**src/rtl/stage_reg_mc_pkg.sv**
```systemverilog
// rtl/stage_reg_mc_pkg.sv - shared encodings for the pipeline stage register (stage_pkg)
package stage_pkg;

    localparam logic STOP   = 1'b1;
    localparam logic NOSTOP = 1'b0;

    localparam int NOP_REG_ADDR = 0;

    typedef enum logic [1:0] {
        ST_ADV,
        ST_BUB,
        ST_HOLD,
        ST_FLUSH
    } hold_state_e;

endpackage

```
**src/rtl/stage_reg_mc_if.sv**
```systemverilog
// rtl/stage_reg_mc_if.sv - payload and multi-cycle EX bundle crossing the stage register
interface stage_reg_mc_if #(
    parameter int DATA_W = 32,
    parameter int ADDR_W = 5,
    parameter int CNT_W  = 2
);
    logic [ADDR_W-1:0]   in_wd;
    logic                in_wreg;
    logic [DATA_W-1:0]   in_wdata;
    logic [DATA_W-1:0]   in_hi;
    logic [DATA_W-1:0]   in_lo;
    logic                in_whilo;
    logic [2*DATA_W-1:0] acc_i;
    logic [CNT_W-1:0]    cnt_i;

    logic                out_valid;
    logic [ADDR_W-1:0]   out_wd;
    logic                out_wreg;
    logic [DATA_W-1:0]   out_wdata;
    logic [DATA_W-1:0]   out_hi;
    logic [DATA_W-1:0]   out_lo;
    logic                out_whilo;
    logic [2*DATA_W-1:0] acc_o;
    logic [CNT_W-1:0]    cnt_o;

    modport master (
        output in_wd, in_wreg, in_wdata, in_hi, in_lo, in_whilo, acc_i, cnt_i,
        input  out_valid, out_wd, out_wreg, out_wdata, out_hi, out_lo, out_whilo, acc_o, cnt_o
    );

    modport slave (
        input  in_wd, in_wreg, in_wdata, in_hi, in_lo, in_whilo, acc_i, cnt_i,
        output out_valid, out_wd, out_wreg, out_wdata, out_hi, out_lo, out_whilo, acc_o, cnt_o
    );
endinterface

```
**src/rtl/stage_reg_mc_hold_wdog.sv**
```systemverilog
// rtl/stage_reg_mc_hold_wdog.sv - saturating consecutive-hold counter with sticky timeout (stage_hold_wdog)
module stage_hold_wdog #(
    parameter int HOLD_MAX = 15
) (
    input  logic clk,
    input  logic rst,
    input  logic clr,
    input  logic inc,
    output logic hold_timeout
);
    localparam logic [15:0] MAX_M1 = 16'(HOLD_MAX - 1);

    logic [15:0] hold_cnt;

    // Count stalled cycles, saturating; the flag sets on the edge the count reaches HOLD_MAX
    always_ff @(posedge clk) begin
        if (rst || clr) begin
            hold_cnt     <= '0;
            hold_timeout <= 1'b0;
        end else if (inc) begin
            if (hold_cnt != 16'hFFFF) begin
                hold_cnt <= hold_cnt + 16'd1;
            end
            if (hold_cnt >= MAX_M1) begin
                hold_timeout <= 1'b1;
            end
        end
    end
endmodule

```
**src/rtl/stage_reg_mc.sv**
```systemverilog
// rtl/stage_reg_mc.sv - EX->MEM stage register with flush, valid flag and hold watchdog; option STAGE_REG_PERF_EN
module stage_reg_mc
    import stage_pkg::*;
#(
    parameter int DATA_W    = 32,
    parameter int ADDR_W    = 5,
    parameter int CNT_W     = 2,
    parameter int STALL_W   = 6,
    parameter int STAGE_IDX = 3,
    parameter int HOLD_MAX  = 15
) (
    input  logic               clk,
    input  logic               rst,
    input  logic [STALL_W-1:0] stall,
    input  logic               flush,
    stage_reg_mc_if.slave      bus,
    output logic               hold_timeout,
    output logic [31:0]        bubble_cnt
);
    logic        dn;
    hold_state_e act;

    // The last stage in the vector has nobody downstream to wait for
    if (STAGE_IDX < STALL_W - 1) begin : g_dn
        assign dn = stall[STAGE_IDX+1];
    end else begin : g_no_dn
        assign dn = 1'b0;
    end

    // Decode this edge's action; a downstream stall without our own stall still advances
    always_comb begin
        act = ST_ADV;
        if (flush) begin
            act = ST_FLUSH;
        end else if (stall[STAGE_IDX] == NOSTOP) begin
            act = ST_ADV;
        end else if (dn == STOP) begin
            act = ST_HOLD;
        end else begin
            act = ST_BUB;
        end
    end

    // Payload, valid flag and the multi-cycle state returned to EX
    always_ff @(posedge clk) begin
        if (rst) begin
            bus.out_valid <= 1'b0;
            bus.out_wd    <= ADDR_W'(NOP_REG_ADDR);
            bus.out_wreg  <= 1'b0;
            bus.out_wdata <= '0;
            bus.out_hi    <= '0;
            bus.out_lo    <= '0;
            bus.out_whilo <= 1'b0;
            bus.acc_o     <= '0;
            bus.cnt_o     <= '0;
        end else begin
            case (act)
                ST_ADV: begin
                    bus.out_valid <= 1'b1;
                    bus.out_wd    <= bus.in_wd;
                    bus.out_wreg  <= bus.in_wreg;
                    bus.out_wdata <= bus.in_wdata;
                    bus.out_hi    <= bus.in_hi;
                    bus.out_lo    <= bus.in_lo;
                    bus.out_whilo <= bus.in_whilo;
                    bus.acc_o     <= '0;
                    bus.cnt_o     <= '0;
                end
                ST_HOLD: begin
                    bus.acc_o <= bus.acc_i;
                    bus.cnt_o <= bus.cnt_i;
                end
                default: begin
                    // Flush and bubble both insert a NOP; only a bubble keeps the EX op alive
                    bus.out_valid <= 1'b0;
                    bus.out_wd    <= ADDR_W'(NOP_REG_ADDR);
                    bus.out_wreg  <= 1'b0;
                    bus.out_wdata <= '0;
                    bus.out_hi    <= '0;
                    bus.out_lo    <= '0;
                    bus.out_whilo <= 1'b0;
                    bus.acc_o     <= (act == ST_BUB) ? bus.acc_i : '0;
                    bus.cnt_o     <= (act == ST_BUB) ? bus.cnt_i : '0;
                end
            endcase
        end
    end

    stage_hold_wdog #(
        .HOLD_MAX (HOLD_MAX)
    ) u_wdog (
        .clk          (clk),
        .rst          (rst),
        .clr          ((act == ST_ADV) || (act == ST_FLUSH)),
        .inc          ((act == ST_BUB) || (act == ST_HOLD)),
        .hold_timeout (hold_timeout)
    );

`ifdef STAGE_REG_PERF_EN
    // Free-running bubble count, wraps, cleared only by reset
    always_ff @(posedge clk) begin
        if (rst) begin
            bubble_cnt <= '0;
        end else if (act == ST_BUB) begin
            bubble_cnt <= bubble_cnt + 32'd1;
        end
    end
`else
    assign bubble_cnt = '0;
`endif
endmodule

```
**src/flat_wrapper.sv**
```systemverilog
// flat-port wrapper written by rule: the top's interface ports become plain ports
module stage_reg_mc_flat import stage_pkg::*;
#(
    parameter int DATA_W    = 32,
    parameter int ADDR_W    = 5,
    parameter int CNT_W     = 2,
    parameter int STALL_W   = 6,
    parameter int STAGE_IDX = 3,
    parameter int HOLD_MAX  = 15
)
  (clk, rst, stall, flush, hold_timeout, bubble_cnt, bus_in_wd, bus_in_wreg, bus_in_wdata, bus_in_hi, bus_in_lo, bus_in_whilo, bus_acc_i, bus_cnt_i, bus_out_valid, bus_out_wd, bus_out_wreg, bus_out_wdata, bus_out_hi, bus_out_lo, bus_out_whilo, bus_acc_o, bus_cnt_o);
  stage_reg_mc_if #(.DATA_W(DATA_W), .ADDR_W(ADDR_W), .CNT_W(CNT_W)) bus_i ();
  input  logic clk;
  input  logic rst;
  input  logic [STALL_W-1:0] stall;
  input  logic flush;
  output logic hold_timeout;
  output logic [31:0] bubble_cnt;
  input wire logic [$bits(bus_i.in_wd)-1:0] bus_in_wd;
  input wire logic [$bits(bus_i.in_wreg)-1:0] bus_in_wreg;
  input wire logic [$bits(bus_i.in_wdata)-1:0] bus_in_wdata;
  input wire logic [$bits(bus_i.in_hi)-1:0] bus_in_hi;
  input wire logic [$bits(bus_i.in_lo)-1:0] bus_in_lo;
  input wire logic [$bits(bus_i.in_whilo)-1:0] bus_in_whilo;
  input wire logic [$bits(bus_i.acc_i)-1:0] bus_acc_i;
  input wire logic [$bits(bus_i.cnt_i)-1:0] bus_cnt_i;
  output wire logic [$bits(bus_i.out_valid)-1:0] bus_out_valid;
  output wire logic [$bits(bus_i.out_wd)-1:0] bus_out_wd;
  output wire logic [$bits(bus_i.out_wreg)-1:0] bus_out_wreg;
  output wire logic [$bits(bus_i.out_wdata)-1:0] bus_out_wdata;
  output wire logic [$bits(bus_i.out_hi)-1:0] bus_out_hi;
  output wire logic [$bits(bus_i.out_lo)-1:0] bus_out_lo;
  output wire logic [$bits(bus_i.out_whilo)-1:0] bus_out_whilo;
  output wire logic [$bits(bus_i.acc_o)-1:0] bus_acc_o;
  output wire logic [$bits(bus_i.cnt_o)-1:0] bus_cnt_o;
  assign bus_i.in_wd = bus_in_wd;
  assign bus_i.in_wreg = bus_in_wreg;
  assign bus_i.in_wdata = bus_in_wdata;
  assign bus_i.in_hi = bus_in_hi;
  assign bus_i.in_lo = bus_in_lo;
  assign bus_i.in_whilo = bus_in_whilo;
  assign bus_i.acc_i = bus_acc_i;
  assign bus_i.cnt_i = bus_cnt_i;
  assign bus_out_valid = bus_i.out_valid;
  assign bus_out_wd = bus_i.out_wd;
  assign bus_out_wreg = bus_i.out_wreg;
  assign bus_out_wdata = bus_i.out_wdata;
  assign bus_out_hi = bus_i.out_hi;
  assign bus_out_lo = bus_i.out_lo;
  assign bus_out_whilo = bus_i.out_whilo;
  assign bus_acc_o = bus_i.acc_o;
  assign bus_cnt_o = bus_i.cnt_o;
  stage_reg_mc #(.DATA_W(DATA_W), .ADDR_W(ADDR_W), .CNT_W(CNT_W), .STALL_W(STALL_W), .STAGE_IDX(STAGE_IDX), .HOLD_MAX(HOLD_MAX)) u_core (.clk(clk), .rst(rst), .stall(stall), .flush(flush), .bus(bus_i), .hold_timeout(hold_timeout), .bubble_cnt(bubble_cnt));
endmodule
```
**config.mk**
```make
export PLATFORM = sky130hd
export DESIGN_NAME = stage_reg_mc_flat
export DESIGN_NICKNAME = d
export VERILOG_FILES = /design/src/rtl/stage_reg_mc_pkg.sv /design/src/rtl/stage_reg_mc_if.sv /design/src/rtl/stage_reg_mc_hold_wdog.sv /design/src/rtl/stage_reg_mc.sv /design/src/flat_wrapper.sv
export SDC_FILE = /design/constraint.sdc
export NUM_CORES = 1
export LEC_CHECK = 0
export ABC_AREA = 1
export CORE_AREA = 2 2 149 151
export CTS_BUF_LIST = sky130_fd_sc_hd__clkbuf_8
export CTS_CLUSTER_SIZE = 25
export DETAILED_ROUTE_END_ITERATION = 8
export DIE_AREA = 0 0 151 153
export DONT_BUFFER_PORTS = 1
export PLACE_DENSITY = 0.48
export SLEW_MARGIN = 20
export SYNTH_ARGS = -nofsm -noshare
export SYNTH_HDL_FRONTEND = slang
export SYNTH_SLANG_ARGS = --single-unit
```
**constraint.sdc**
```tcl
create_clock -name clk -period 2.4 [get_ports clk]
set_clock_uncertainty 0.05 [all_clocks]
set_input_delay 0.36 -clock clk [delete_from_list [all_inputs] [get_ports clk]]
set_output_delay 0.36 -clock clk [all_outputs]
set_load 0.02 [all_outputs]
```
==> Yosys cells after proc, flatten, opt, wreduce, memory -nomap -nowiden <==
Cells that the tools add are included.
Widths: inputs -> output; s select.
{ "word_totals": {"elab_cells": 37, "output_inout_bits": 203, "register_bits": 187, "in_bits": 178} }
{ "classes": {"n_lt_le_gt_ge": 1, "eq_ne": 4, "mux": 14, "add_sub_neg": 1, "reduce_logical": 6} }
{ "op_table": {"columns": ["operator", "count"], "rows": [
  ["$pmux 32 s2", 3],
  ["$pmux 64 s2", 1],
  ["$mux 64", 1],
  ["$add 16x1->16 const B", 1],
  ["$ge 16x4->1 const B", 1],
  ["$ne 16x16->1 const B", 1],
  ["$pmux 5 s2", 1],
  ["$mux 2", 4],
  ["$pmux 1 s2", 3],
  ["$eq 2x2->1 const B", 2],
  ["$pmux 2 s2", 1],
  ["$reduce_and 2->1", 2],
  ["$logic_or 1x1->1", 3],
  ["$eq 2x1->1 const B", 1],
  ["$logic_not 2->1", 1]
]} }

==> Logic depth before layout (Yosys ltp) <==
{ "logic_depth": {"word_depth": 6, "depth_mapped": 11, "mapped_depth_nobuf": 9} }

==> Cells and area by module <==
From an unflattened synthesis, not the netlist that was laid out.
{ "unflattened": {"hier_cells": 887, "hier_area_um2": 7001.7} }
{ "by_module_without_submodules": {"columns": ["module", "cells_per_inst", "area_each_um2", "n_inst", "seq_area_each_um2"], "rows": [
  ["stage_reg_mc", 714, 5878.1, 1, 3403.3],
  ["stage_hold_wdog", 173, 1123.6, 1, 340.3]
]} }

==> Worst setup path after synthesis <==
Ideal clock, no wire load.
{ "synth_timing": {"path_type": "input-to-reg", "start": "input port stall[4]", "end": "register u_core.bus.out_hi[0]", "path_buffers": 3, "t_arrival_ns": 1.626, "setup_ns": 0.070, "cell_stages": 11, "t_required_ns": 2.280, "slack_ns": 0.653, "cell_sequence": "a21oi_1 -> inv_1 -> ha_1 -> clkbuf_1 -> inv_1 -> nand2_1 -> inv_1 -> buf_2 -> buf_2 -> nand2_1 -> a21oi_1"} }
{ "synth_via": {"elab_chain_cells": 5, "word_cells_on_any_way": 6, "classes_between": "1 x eq/ne; 4 x mux; 1 x reduce/logical"} }
{ "synth_rtl": {"columns": ["element", "line_no", "source"], "rows": [
  ["start: declaration", "flat_wrapper.sv:15", "input logic [STALL_W-1:0] stall;"],
  ["$mux 2 (*)", "stage_reg_mc.sv:37", "end else if (dn == STOP) begin"],
  ["$mux 2 (*)", "stage_reg_mc.sv:35", "end else if (stall[STAGE_IDX] == NOSTOP) begin"],
  ["$mux 2 (*)", "stage_reg_mc.sv:33", "if (flush) begin"],
  ["$eq 2x2->1 or $logic_not 2->1 (tied branches)", "stage_reg_mc.sv:57", "case (act)"],
  ["$pmux 32 s2", "stage_reg_mc.sv:57", null],
  ["end signal: assignment", "stage_reg_mc.sv:63", "bus.out_hi <= bus.in_hi;"],
  ["end: declaration", "stage_reg_mc_if.sv:33", "output out_valid, out_wd, out_wreg, out_wdata, out_hi, out_lo, out_whilo, acc_o, cnt_o"]
]} }
Mark *: on every way between the ends. The rest lies on a longest branch, timed or not.
A chain may end at the register's enable or synchronous reset.

==> Final worst setup path <==
{ "layout_timing": {"start": "input port stall[4]", "end": "register u_core.bus.out_wdata[22]"} }
{ "layout_via": {"elab_chain_cells": 5, "word_cells_on_any_way": 6, "classes_between": "1 x eq/ne; 4 x mux; 1 x reduce/logical"} }
{ "layout_rtl": {"columns": ["element", "line_no", "source"], "rows": [
  ["$mux 2 (*)", "stage_reg_mc.sv:37", null],
  ["$mux 2 (*)", "stage_reg_mc.sv:35", null],
  ["$mux 2 (*)", "stage_reg_mc.sv:33", null],
  ["$eq 2x2->1 or $logic_not 2->1 (tied branches)", "stage_reg_mc.sv:57", null],
  ["$pmux 32 s2", "stage_reg_mc.sv:57", null],
  ["end signal: assignment", "stage_reg_mc.sv:62", "bus.out_wdata <= bus.in_wdata;"],
  ["end: declaration", "stage_reg_mc_if.sv:33", null]
]} }
Marks and branches as above.

==> qor.csv <==
metric,value,unit
Crit. End Element,register,
total gr overflow,0,
Hold Crit Class,input port to register,
Mapped Area,6730,um2
outcome,finished clean,
Die X,151,um
routed via count,5688,
setup TNS,0,ps
vias per cell,4.39,
Final Hold Viols,0,
TritonRoute pass-1 iters,4,
Global Route Usage Sum,0.158,
CTS buffer count,17,
crit path DAT,2250,ps
RSZ-0062 raised after global routing,false,
final WL,19100,um
Slew headroom,0.662,
Slew @ Worst Pin,507,ps
final slew viol count,0,
Max Freq,531,MHz
Bufs on Longest Clock Path,2,
Tmin final,1880,ps
CTS sink count,187,
Synth Warn #,0,
cell count after synthesis,854,
drt drc,0,
post-synth top area share,0.557,
Synth Area in Adders,0.00930,
number of nets with antenna violations after routing,0,
first-pass GRT wire length,29000,um
initial antenna violation count,1,
RePlAce Congestion,0.771,
Post-synth EDFFs,0,
asr flop ratio synth,0,
"count leader, synth",nand2_1,
Max VDD drop,0.370,mV
vias in the first global route,5752,
#FFs+latches synth,187,
Pwr Total,0.00600,W
share of cells above drive strength 1,0.0483,
Max-Cap Viols,0,
"Clk pin slew, worst setup/hold paths",110,ps
placed cells,1095,
Lkg Pwr,3.59,nW
Layout Cell Area excl Fill,8920,um2
DR WL/cell,14.8,um
Reg2Reg Setup Slack,680,ps
pwr dens,673,nW/um2
synthesis-to-layout area growth,32.6,%
largest net degree at the start of global routing,105,
fillers,2171,
placed inst area,6840,um2
Synth Area in Simple Gates,0.211,
syn avg cell area,7.88,um2
sequential fraction of the synthesis area,0.557,
TritonCTS clock tree,built,
Chip Height,153,um
core footprint,21500,um2
Post-CTS Setup Bufs,0,
period utilization,0.785,
top post-synthesis cells by area,"dfxtp_1, nand2_1, a21oi_1",
Initial Utilization,0.313,
Nets,1184,
initial DRC count,212,
DIE AREA,23100,um2
Worst EP required,2770,ps
Worst setup SP type,input port,
H-tree Lvls,4,
clk_lat worst skew,460,ps
CTS Root Cell,clkbuf_8,
post-synth top area cell,dfxtp_1,
post-synthesis mux area share,0,
Synth top cells by count,"nand2_1, dfxtp_1, a21oi_1, nor2_1, inv_1",
"Top FF cell, synth",dfxtp_1,
kind of critical path,input port to register,
post-route insts no fill,1295,
Final Util,0.415,
DP HPWL,12300,um
Synth Area in Compound Gates,0.0967,
crit-path max FO,21,
PortBufs,0,
main combinational cell family by area after synthesis,simple AND/OR/NAND/NOR gates,
Final setup viols,0,
I/O Pins,381,
"Distinct cells, synth",25,
std cell rows,54,
Post-Synth XOR/XNOR Area,0.00911,
==> worst max-delay path, cell delays in order <==
cell           delay, ps
a21oi_1              230
inv_1                110
ha_4                 180
inv_1                 70
nand2_1               80
clkinv_2             170
buf_4                280
nand2_1               90
a21oi_1              130
dlygate4sd3_1        550
==> registers in the layout, summed over array words and instances (netlist names) <==
signal and flops:
u_core.bus.out_whilo 1, u_core.bus.out_hi 32, u_core.bus.out_wd 5, u_core.bus.out_wreg 1, u_core.u_wdog.hold_timeout 1, u_core.bus.out_valid 1
u_core.u_wdog.hold_cnt 16, u_core.bus.out_lo 32, u_core.bus.acc_o 64, u_core.bus.cnt_o 2, u_core.bus.out_wdata 32
==> per-stage QoR <==
step | hold WS (ps) | setup WS [ps]
floorplan | 421 | 653
detailed placement | 387 | 484
global placement | 387 | 492
finish | 45.1 | 517
global route | 9.34 | 370
CTS | 1.50 | 535
==> layout by cell type (no fill, tap or decap), types with 2 or more instances in the layout <==
cell,count
dlygate4sd3_1,166
xor2_1,6
nor2_2,2
nor3_1,2
clkinv_4,2
dfxtp_1,187
nand2_1,251
inv_8,5
buf_4,3
nand4_1,4
clkinv_8,2
conb_1,32
inv_6,4
inv_1,86
nor2_1,92
clkbuf_8,18
ha_1,4
buf_12,3
o21ai_0,2
nand3_1,14
a21oi_1,118
==> kinds of logic (layout without fill, tap and decap cells) <==
family,after synthesis,after routing
AO/OA/AOI/OAI,124,124
XOR/XNOR,7,7
adder cells (fa/ha/maj),5,5
buffers and inverters,163,292
flip-flops,187,187
other,1,33
AND/OR/NAND/NOR,367,367
==> report_power, final <==
part	internal, W	total [W]	switching [W]
Sequential	0.00319	0.00336	0.000166
Combinational	0.000263	0.000568	0.000305
Clock	0.000810	0.00207	0.00126
Total	0.00427	0.00600	0.00173
==> path summary, 6_finish.rpt <==
check,start,end,cells past startpoint
hold / removal,bus_in_wdata[23],u_core.bus.out_wdata[23],2
hold reg to reg,u_core.u_wdog.hold_cnt[4],u_core.u_wdog.hold_cnt[4],2
setup reg to reg,u_core.u_wdog.hold_cnt[1],u_core.u_wdog.hold_cnt[6],7
setup / recovery,stall[4],u_core.bus.out_wdata[22],10
==> final cells by class <==
| cell class | instances | area (um2) | area share |
|---|---|---|---|
| Clock inverter | 14 | 145 | 0.0163 |
| Timing Repair Buffer | 173 | 1770 | 0.199 |
| Multi-Input combinational cell | 535 | 2330 | 0.261 |
| Antenna cell | 1 | 2.50 | 0.000281 |
| Inverter | 87 | 328 | 0.0368 |
| Clock buffer | 18 | 248 | 0.0278 |
| Tap cell | 280 | 350 | 0.0393 |
| Sequential cell | 187 | 3740 | 0.420 |
==> what timing repair did <==
item	in CTS	in global routing
hold buffers	167	0
gates resized for setup	0	0
hold endpoints to repair	170	0
==> layer usage <==
layer	GRT usage	vias up	routed length, um
met5	0	-	0
met4	0.0596	0	365
met3	0.0594	22	2040
met2	0.281	268	9360
met1	0.169	2562	7370
li1	-	2836	-
No activity file was read; power rests on OpenSTA's default activity.
